### config.mk
export PLATFORM = sky130hd
export DESIGN_NAME = pixel_to_wide_packer
export DESIGN_NICKNAME = d
export VERILOG_FILES = /design/src/rtl/vdma_pack_pkg.sv /design/src/rtl/pixel_to_wide_packer_out_reg.sv /design/src/rtl/pixel_to_wide_packer.sv
export SDC_FILE = /design/constraint.sdc
export NUM_CORES = 1
export LEC_CHECK = 0
export CAP_MARGIN = 30
export CORE_MARGIN = 3
export CORE_UTILIZATION = 55
export DETAILED_ROUTE_END_ITERATION = 10
export DONT_BUFFER_PORTS = 1
export GPL_TIMING_DRIVEN = 0
export PLACE_DENSITY_LB_ADDON = 0.08
export SYNTH_ARGS = -nofsm -noshare
export SYNTH_HDL_FRONTEND = slang
export SYNTH_SLANG_ARGS = --single-unit
### constraint.sdc
create_clock -name clock -period 34.9 [get_ports clock]
set_input_delay 3.49 -clock clock [delete_from_list [all_inputs] [get_ports clock]]
set_output_delay 3.49 -clock clock [all_outputs]
set_load 0.01 [all_outputs]
### src/rtl/vdma_pack_pkg.sv
// Shared types and sizing helpers for the VDMA pixel packer.
package vdma_pack_pkg;

  typedef enum logic {FILL, FLUSH} pack_state_e;

  localparam int DSIZE_DEF = 256;
  localparam int PSIZE_DEF = 24;
  localparam int BCNT_W    = $clog2(DSIZE_DEF + PSIZE_DEF) + 1;

  function automatic int bcnt_width(input int dsize, input int psize);
    return $clog2(dsize + psize) + 1;
  endfunction

  // Bus words per repeating pixel group: lcm(DSIZE,PSIZE)/DSIZE = PSIZE/gcd.
  function automatic int pack_words(input int dsize, input int psize);
    int a;
    int b;
    int t;
    a = dsize;
    b = psize;
    while (b != 0) begin
      t = a % b;
      a = b;
      b = t;
    end
    return psize / a;
  endfunction

endpackage

### src/rtl/pixel_to_wide_packer_out_reg.sv
// wide_out_reg: 1-deep valid/ready output register carrying data and last.
module wide_out_reg #(
  parameter int DSIZE = 256
) (
  input  logic             clock,
  input  logic             rst,
  input  logic             load,
  input  logic [DSIZE-1:0] load_data,
  input  logic             load_last,
  input  logic             out_ready,
  output logic [DSIZE-1:0] out_data,
  output logic             out_valid,
  output logic             out_last,
  output logic             free
);

  // The register can take a new word when empty or being drained this cycle.
  assign free = !out_valid || out_ready;

  always_ff @(posedge clock or posedge rst) begin
    if (rst) begin
      out_data  <= '0;
      out_valid <= 1'b0;
      out_last  <= 1'b0;
    end else if (load) begin
      out_data  <= load_data;
      out_valid <= 1'b1;
      out_last  <= load_last;
    end else if (out_ready) begin
      out_valid <= 1'b0;
    end
  end

endmodule

### src/rtl/pixel_to_wide_packer.sv
// Packs PSIZE-bit pixels MSB-first into DSIZE-bit words.
// Frame-end flushing is enabled by defining PACKER_FRAME_FLUSH_EN.
module pixel_to_wide_packer
  import vdma_pack_pkg::*;
#(
  parameter int DSIZE = 256,
  parameter int PSIZE = 24
) (
  input  logic             clock,
  input  logic             rst,
  input  logic [PSIZE-1:0] in_data,
  input  logic             in_valid,
  input  logic             in_last,
  output logic             in_ready,
  output logic [DSIZE-1:0] out_data,
  output logic             out_valid,
  output logic             out_last,
  input  logic             out_ready,
  output pack_state_e      pack_state
);

  localparam int AW = DSIZE + PSIZE;
  localparam int CW = bcnt_width(DSIZE, PSIZE);

  if (PSIZE >= DSIZE) begin : g_size_check
    $error("pixel_to_wide_packer: PSIZE must be smaller than DSIZE");
  end

  // Handshake: a transfer happens on a clock edge where valid && ready;
  // valid never waits on ready, and in_ready depends combinationally on out_ready.

  logic [AW-1:0]    acc, acc_app, acc_nxt;
  logic [CW-1:0]    bcnt, bcnt_sum, bcnt_nxt;
  pack_state_e      state, state_nxt;
  logic             load, load_last, free, accept, last_in;
  logic [DSIZE-1:0] load_data;

`ifdef PACKER_FRAME_FLUSH_EN
  assign last_in = in_last;
`else
  logic unused_in_last;
  assign unused_in_last = in_last;
  assign last_in        = 1'b0;
`endif

  assign in_ready   = free && (state == FILL);
  assign accept     = in_valid && in_ready;
  assign pack_state = state;

  // New pixel lands directly below the bcnt valid bits held at the MSB end.
  assign acc_app  = acc | (AW'(in_data) << (CW'(DSIZE) - bcnt));
  assign bcnt_sum = bcnt + CW'(PSIZE);

  always_comb begin
    acc_nxt   = acc;
    bcnt_nxt  = bcnt;
    state_nxt = state;
    load      = 1'b0;
    load_last = 1'b0;
    load_data = acc_app[AW-1 -: DSIZE];
    case (state)
      FILL: begin
        if (accept) begin
          if (bcnt_sum >= CW'(DSIZE)) begin
            load     = 1'b1;
            acc_nxt  = acc_app << DSIZE;
            bcnt_nxt = bcnt_sum - CW'(DSIZE);
            if (last_in) begin
              if (bcnt_sum == CW'(DSIZE)) load_last = 1'b1;
              else                        state_nxt = FLUSH;
            end
          end else begin
            acc_nxt  = acc_app;
            bcnt_nxt = bcnt_sum;
            if (last_in) begin
              load      = 1'b1;
              load_last = 1'b1;
              acc_nxt   = '0;
              bcnt_nxt  = '0;
            end
          end
        end
      end
      FLUSH: begin
        load_data = acc[AW-1 -: DSIZE];
        if (free) begin
          load      = 1'b1;
          load_last = 1'b1;
          acc_nxt   = '0;
          bcnt_nxt  = '0;
          state_nxt = FILL;
        end
      end
      default: state_nxt = FILL;
    endcase
  end

  always_ff @(posedge clock or posedge rst) begin
    if (rst) begin
      acc   <= '0;
      bcnt  <= '0;
      state <= FILL;
    end else begin
      acc   <= acc_nxt;
      bcnt  <= bcnt_nxt;
      state <= state_nxt;
    end
  end

  wide_out_reg #(.DSIZE(DSIZE)) u_out_reg (
    .clock     (clock),
    .rst       (rst),
    .load      (load),
    .load_data (load_data),
    .load_last (load_last),
    .out_ready (out_ready),
    .out_data  (out_data),
    .out_valid (out_valid),
    .out_last  (out_last),
    .free      (free)
  );

endmodule

* Word level (Yosys, flattened, before mapping)
Cells that the tools add are included.
** Word-level totals
- Memory bits (read-only) :: 0
- Memories kept :: 0
- Bits in latches :: 0
- Output and inout port bits :: 260
- Bits in registers :: 549
- Logic and storage cells :: 39
- Memory bits (writable) :: 0
** Operators by class
- Reduce and logical (&&, ||, !) cells :: 6
- Add/sub/neg operators :: 3
- Bitwise gates (word level) :: 2
- Mux-type cells :: 18
- Shift operators :: 1
- Divide/modulo/power cells :: 0
- $mul :: 0
- Magnitude comparators :: 1
- Equality and inequality tests :: 2
** Operators by type and width (count)
- $mux W280 :: 3
- $pmux W280 S2 :: 1
- $or A280 B280 Y280 :: 1
- $shl A24 B10 Y280 :: 1
- $mux W256 :: 1
- $mux W10 :: 3
- $pmux W10 S2 :: 1
- $add A10 B5 Y10 const B :: 1
- $ge A10 B9 Y1 const B :: 1
- $sub A10 B9 Y10 const B :: 1
- $sub A9 B10 Y10 const A :: 1
- $mux W1 :: 6
- $pmux W1 S2 :: 3
- $logic_and A1 B1 Y1 :: 2
- $ne A2 B1 Y1 const B :: 1
- $ne A2 B2 Y1 const B :: 1
- $reduce_and A2 Y1 :: 1
- $reduce_bool A2 Y1 :: 1
- $logic_not A1 Y1 :: 1
- $logic_or A1 B1 Y1 :: 1
- $not A1 Y1 :: 1

* Depth between registers and ports, before layout
- Word-level depth :: 7
- Mapped depth :: 13

* Modules after synthesis
From an unflattened synthesis, not the netlist that was laid out.
** Second synthesis, totals
- Cell total of the unflattened synthesis :: 1994
- Area total of the unflattened synthesis :: 25331.8 sq um
** By module, submodules not included
- pixel_to_wide_packer :: seq. area each 7206.9 sq um, area an instance 14903.0 sq um, cells an instance 1447, instances 1
- wide_out_reg :: seq. area each 6456.2 sq um, area an instance 10428.8 sq um, cells an instance 547, instances 1

* Worst setup path after synthesis
OpenSTA, ideal clock, no wires.
- Kind :: input to output
- From :: input out_ready
- To :: output in_ready
- Cell stages on the path :: 3
- Buffers on the path :: 1
- Arrival time :: 3.930 ns
- Required time :: 31.410 ns
- Slack :: 27.480 ns
- Cells stage by stage :: nand2b_1 clkbuf_1 and2_1
** On the way
- Word-level cells in the longest chain between the ends :: 2
** Ends and longest elaborated chain
- from (decl) :: line pixel_to_wide_packer.sv:18 : input logic out_ready,
- $logic_or A1 B1 Y1 :: line pixel_to_wide_packer_out_reg.sv:18 : assign free = !out_valid || out_ready;
- $logic_and A1 B1 Y1 :: line pixel_to_wide_packer.sv:46 : assign in_ready = free && (state == FILL);
- to (decl) :: line pixel_to_wide_packer.sv:14 : output logic in_ready,
Every way passes these cells.

* Worst setup path after layout
Ends and elaborated chain as after synthesis.

==> impl_results.md <==
* DRT antenna net count at 0
* Detailed router's first-iteration violation count at ~2,200
* Register area share after synthesis at between 50% and 60%
* Detailed placement HPWL at just over 60 mm
* Seq pwr share at 42.8%
* HP Class: reg2reg
* Worst-case clock buffer depth at 3
* Slew Viols, Final at 0
* Synth Flop Type: dfrtp_1
* RSZ-0062 raised after global routing: false
* # Post-CTS Setup Buffers at 0
* Logic pwr share at approximately 32%
* # resized after CTS at 0
* Cell Int Power at approximately 1.5 mW
* #FFs+latches synth at between 500 and 600
* Tot GR Track Use at between 30% and 40%
* Yosys warns at 0
* CTS hold repair buffers at 0
* Routed WL at a little over 80 mm
* Total iterations of the first detailed-routing run at 6
* Num CTS Buffers at 55
* Vias in the first global route at around 19,000
* Global-route wire length before repair at between 100 and 150 mm
* Asr flop ratio synth at between 90% and 100%
* Core Footprint at about 42,000 um2
* Largest net degree at the start of global routing at ~140
* Nets at roughly 2,500
* Worst setup margin at approximately 27 ns
* Layout cells sized above 1 at ~7.4%
* Die H at approximately 210 um
* Area growth syn-to-layout at 11.6%
* CP max stage delay at between 0.2 and 0.3 ns
* Clk root buf: clkbuf_16
* CTS clk-pin slew, worst paths at 0.06 ns
* Final Skew at between 0.02 and 0.03 ns
* DR vias at 20,046
* Simple-gate share of the synthesized area at 13.5%
* Worst Max-Slew Pin Slew at between 1 and 1.5 ns
* Port Buffer Count at 0
* Gp weighted congestion at 1.10
* Final hold vios at 0
* Tmin final at roughly 7.5 ns
* Wire length per cell at around 27 um
* PD cells at between 90 and 100 nW/um2
* Fmax at ~130 MHz
* Clk pwr share at 24.9%
* DR vias/cell at between 6 and 7
* Clk Latency, worst-skew pair at ~0.62 ns
* EDFF count, synth at 0
* Final setup TNS at 0 ns
* Synth Net Count at about 2,400
* H-tree Lvls at 2
* CP Class: in2out
* Cells after Synth at approximately 2,400
* Switching Share at between 40 and 50%
* Die area at 45,600 um2
* Leakage power at approximately 12 nW
* Main combinational cell family by area after synthesis: compound AO/OA/AOI/OAI gates
* Post-synth top area share at around 58%
* CTS tree: built
* Crit-path leading delay family: simple AND/OR/NAND/NOR gates
* Final setup vio count at 0
* Synth Area in Compound Gates at between 20% and 30%
* Congestion Overflow GR at 0
* Crit-path max FO at 6
* Dpl ws at around 27 ns
* Slowest cell on the critical path: and2_1
* Tcrit/Tclk final at between 20% and 30%
* Post-Syn Area at between 20,000 and 25,000 um2
* Final Util at about 63%
* Library cells used by synthesis at between 70 and 80
* NetSw at slightly above 1 mW
* Outcome: complete, no violations
* Sink Count at approximately 550
* FP Rows at 75
* Synth Area in Adders at 0.106%
* Maximum Capacitance Violations at 0
* Bufs and invs on worst path at 1
* DRC at 0
* Nature of the critical path endpoint: primary output
* XOR/XNOR Fraction of Synth Area at less than 1%
* Crit path cell chain: nand2b_1 -> clkbuf_1 -> and2_1
* Synth top area cells: dfrtp_1, nand2_1, a31oi_1, o21ai_0, nor2_1
* Worst vdd ir at between 50 and 60 uV
* Max_slew headroom at 25.4%
* Most instantiated library cell after synthesis: dfrtp_1
* Worst EP required at 31.41 ns
* Ports at 289
* Top cells by count, synth: dfrtp_1, nand2_1, nor2_1
* Yosys top cell by area: dfrtp_1
* Mean Syn Cell Area at 9.87 um2
* Post-synthesis mux area share at 3.20%
* Initial Util at 56.1%
* Die Width at 214 um
* Initial antenna violation count at 4
* Arr. time, crit path at 4.03 ns
* Worst Setup Start Kind: input pin
[area by class of cell]
type / instances / area (um2)
diodes: 2 / 5.00
inverters: 38 / 150
fillers: 3497 / 15800
plain buffers: 223 / 935
multi-input cells: 1595 / 8970
repair buffers: 11 / 148
well taps: 539 / 674
flip-flops and latches: 546 / 13700
clock buffers: 72 / 1530
clock inverters: 26 / 373
[cell families after synthesis]
family	after synthesis
buffers and inverters	261
DFF	546
and+or+nand+nor	779
muxes	74
AOI/OAI and AO/OA	731
xor gates and xnor gates	9
adders and majority gates	2
[worst min-delay path, cell delays in order, from the launching register on]
cell and delay, ns:
dfrtp_1 0.34, nand2_1 0.04, o21ai_0 0.06
[cell usage in the layout, fill, tap and decap left out, drive strengths merged, types with 10 or more instances in the layout]
cell	n
a41oi	27
a22o	71
a311oi	12
clkinv	14
o2bb2ai	17
buf	80
or3	10
mux2	15
a22oi	14
nand2	502
a21oi	68
clkbuf	226
inv	40
mux2i	59
nor2	195
a31oi	192
a2111oi	11
nor3	13
a211oi	19
nand3	11
a32oi	24
o21ai	208
dfrtp	546
o211ai	16
[per-layer routing]
layer  global-route usage (%)  share of wire (%)
met1                     47.8                 39
met2                     56.8                 46
met3                     9.96                 11
met4                     14.9                4.3
met5                        0              0.052
[flip-flops by register name, summed over array words and instances (netlist names)]
register	cells
bcnt	7
u_out_reg.out_data	256
acc	280
u_out_reg.out_valid	1
pack_state	1
u_out_reg.out_last	1
[through the flow]
| step | area [um2] | power, mW | cells | hold slack (ns) |
|---|---|---|---|---|
| after floorplan | 23700 | 1.54 | 2402 | 0.446 |
| after global routing | 26400 | 2.62 | 3050 | 0.496 |
| final | 26400 | 2.50 | 3052 | 0.478 |
| after global placement | 24400 | 1.83 | 2941 | 0.461 |
| after CTS | 26400 | 2.48 | 3050 | 0.482 |
| after detailed placement | 24500 | 1.86 | 2952 | 0.469 |
[final timing paths]
path	startpoint	to	cells past startpoint	slack (ns)
min in group asynchronous	rst	u_out_reg.out_data[91]$_DFFE_PP0P_	1	2.71
hold reg to reg	acc[71]$_DFFE_PP0P_	acc[71]$_DFFE_PP0P_	2	0.48
setup / recovery	out_ready	in_ready	3	27.38
hold / removal	acc[71]$_DFFE_PP0P_	acc[71]$_DFFE_PP0P_	2	0.48
setup reg to reg	bcnt[3]$_DFFE_PP0P_	acc[135]$_DFFE_PP0P_	12	30.31
max in group asynchronous	rst	bcnt[7]$_DFFE_PP0P_	4	30.12
[power by group through the flow]
stage                     registers (mW)  logic [mW]  clock network [mW]
final                               1.07       0.806               0.623
after global routing                1.10       0.870               0.656
after CTS                           1.07       0.784               0.628
after detailed placement            1.08       0.781                   0
after global placement              1.07       0.758                   0
after floorplan                     1.01       0.524                   0
Note: power is estimated with default switching activity, not from simulation.
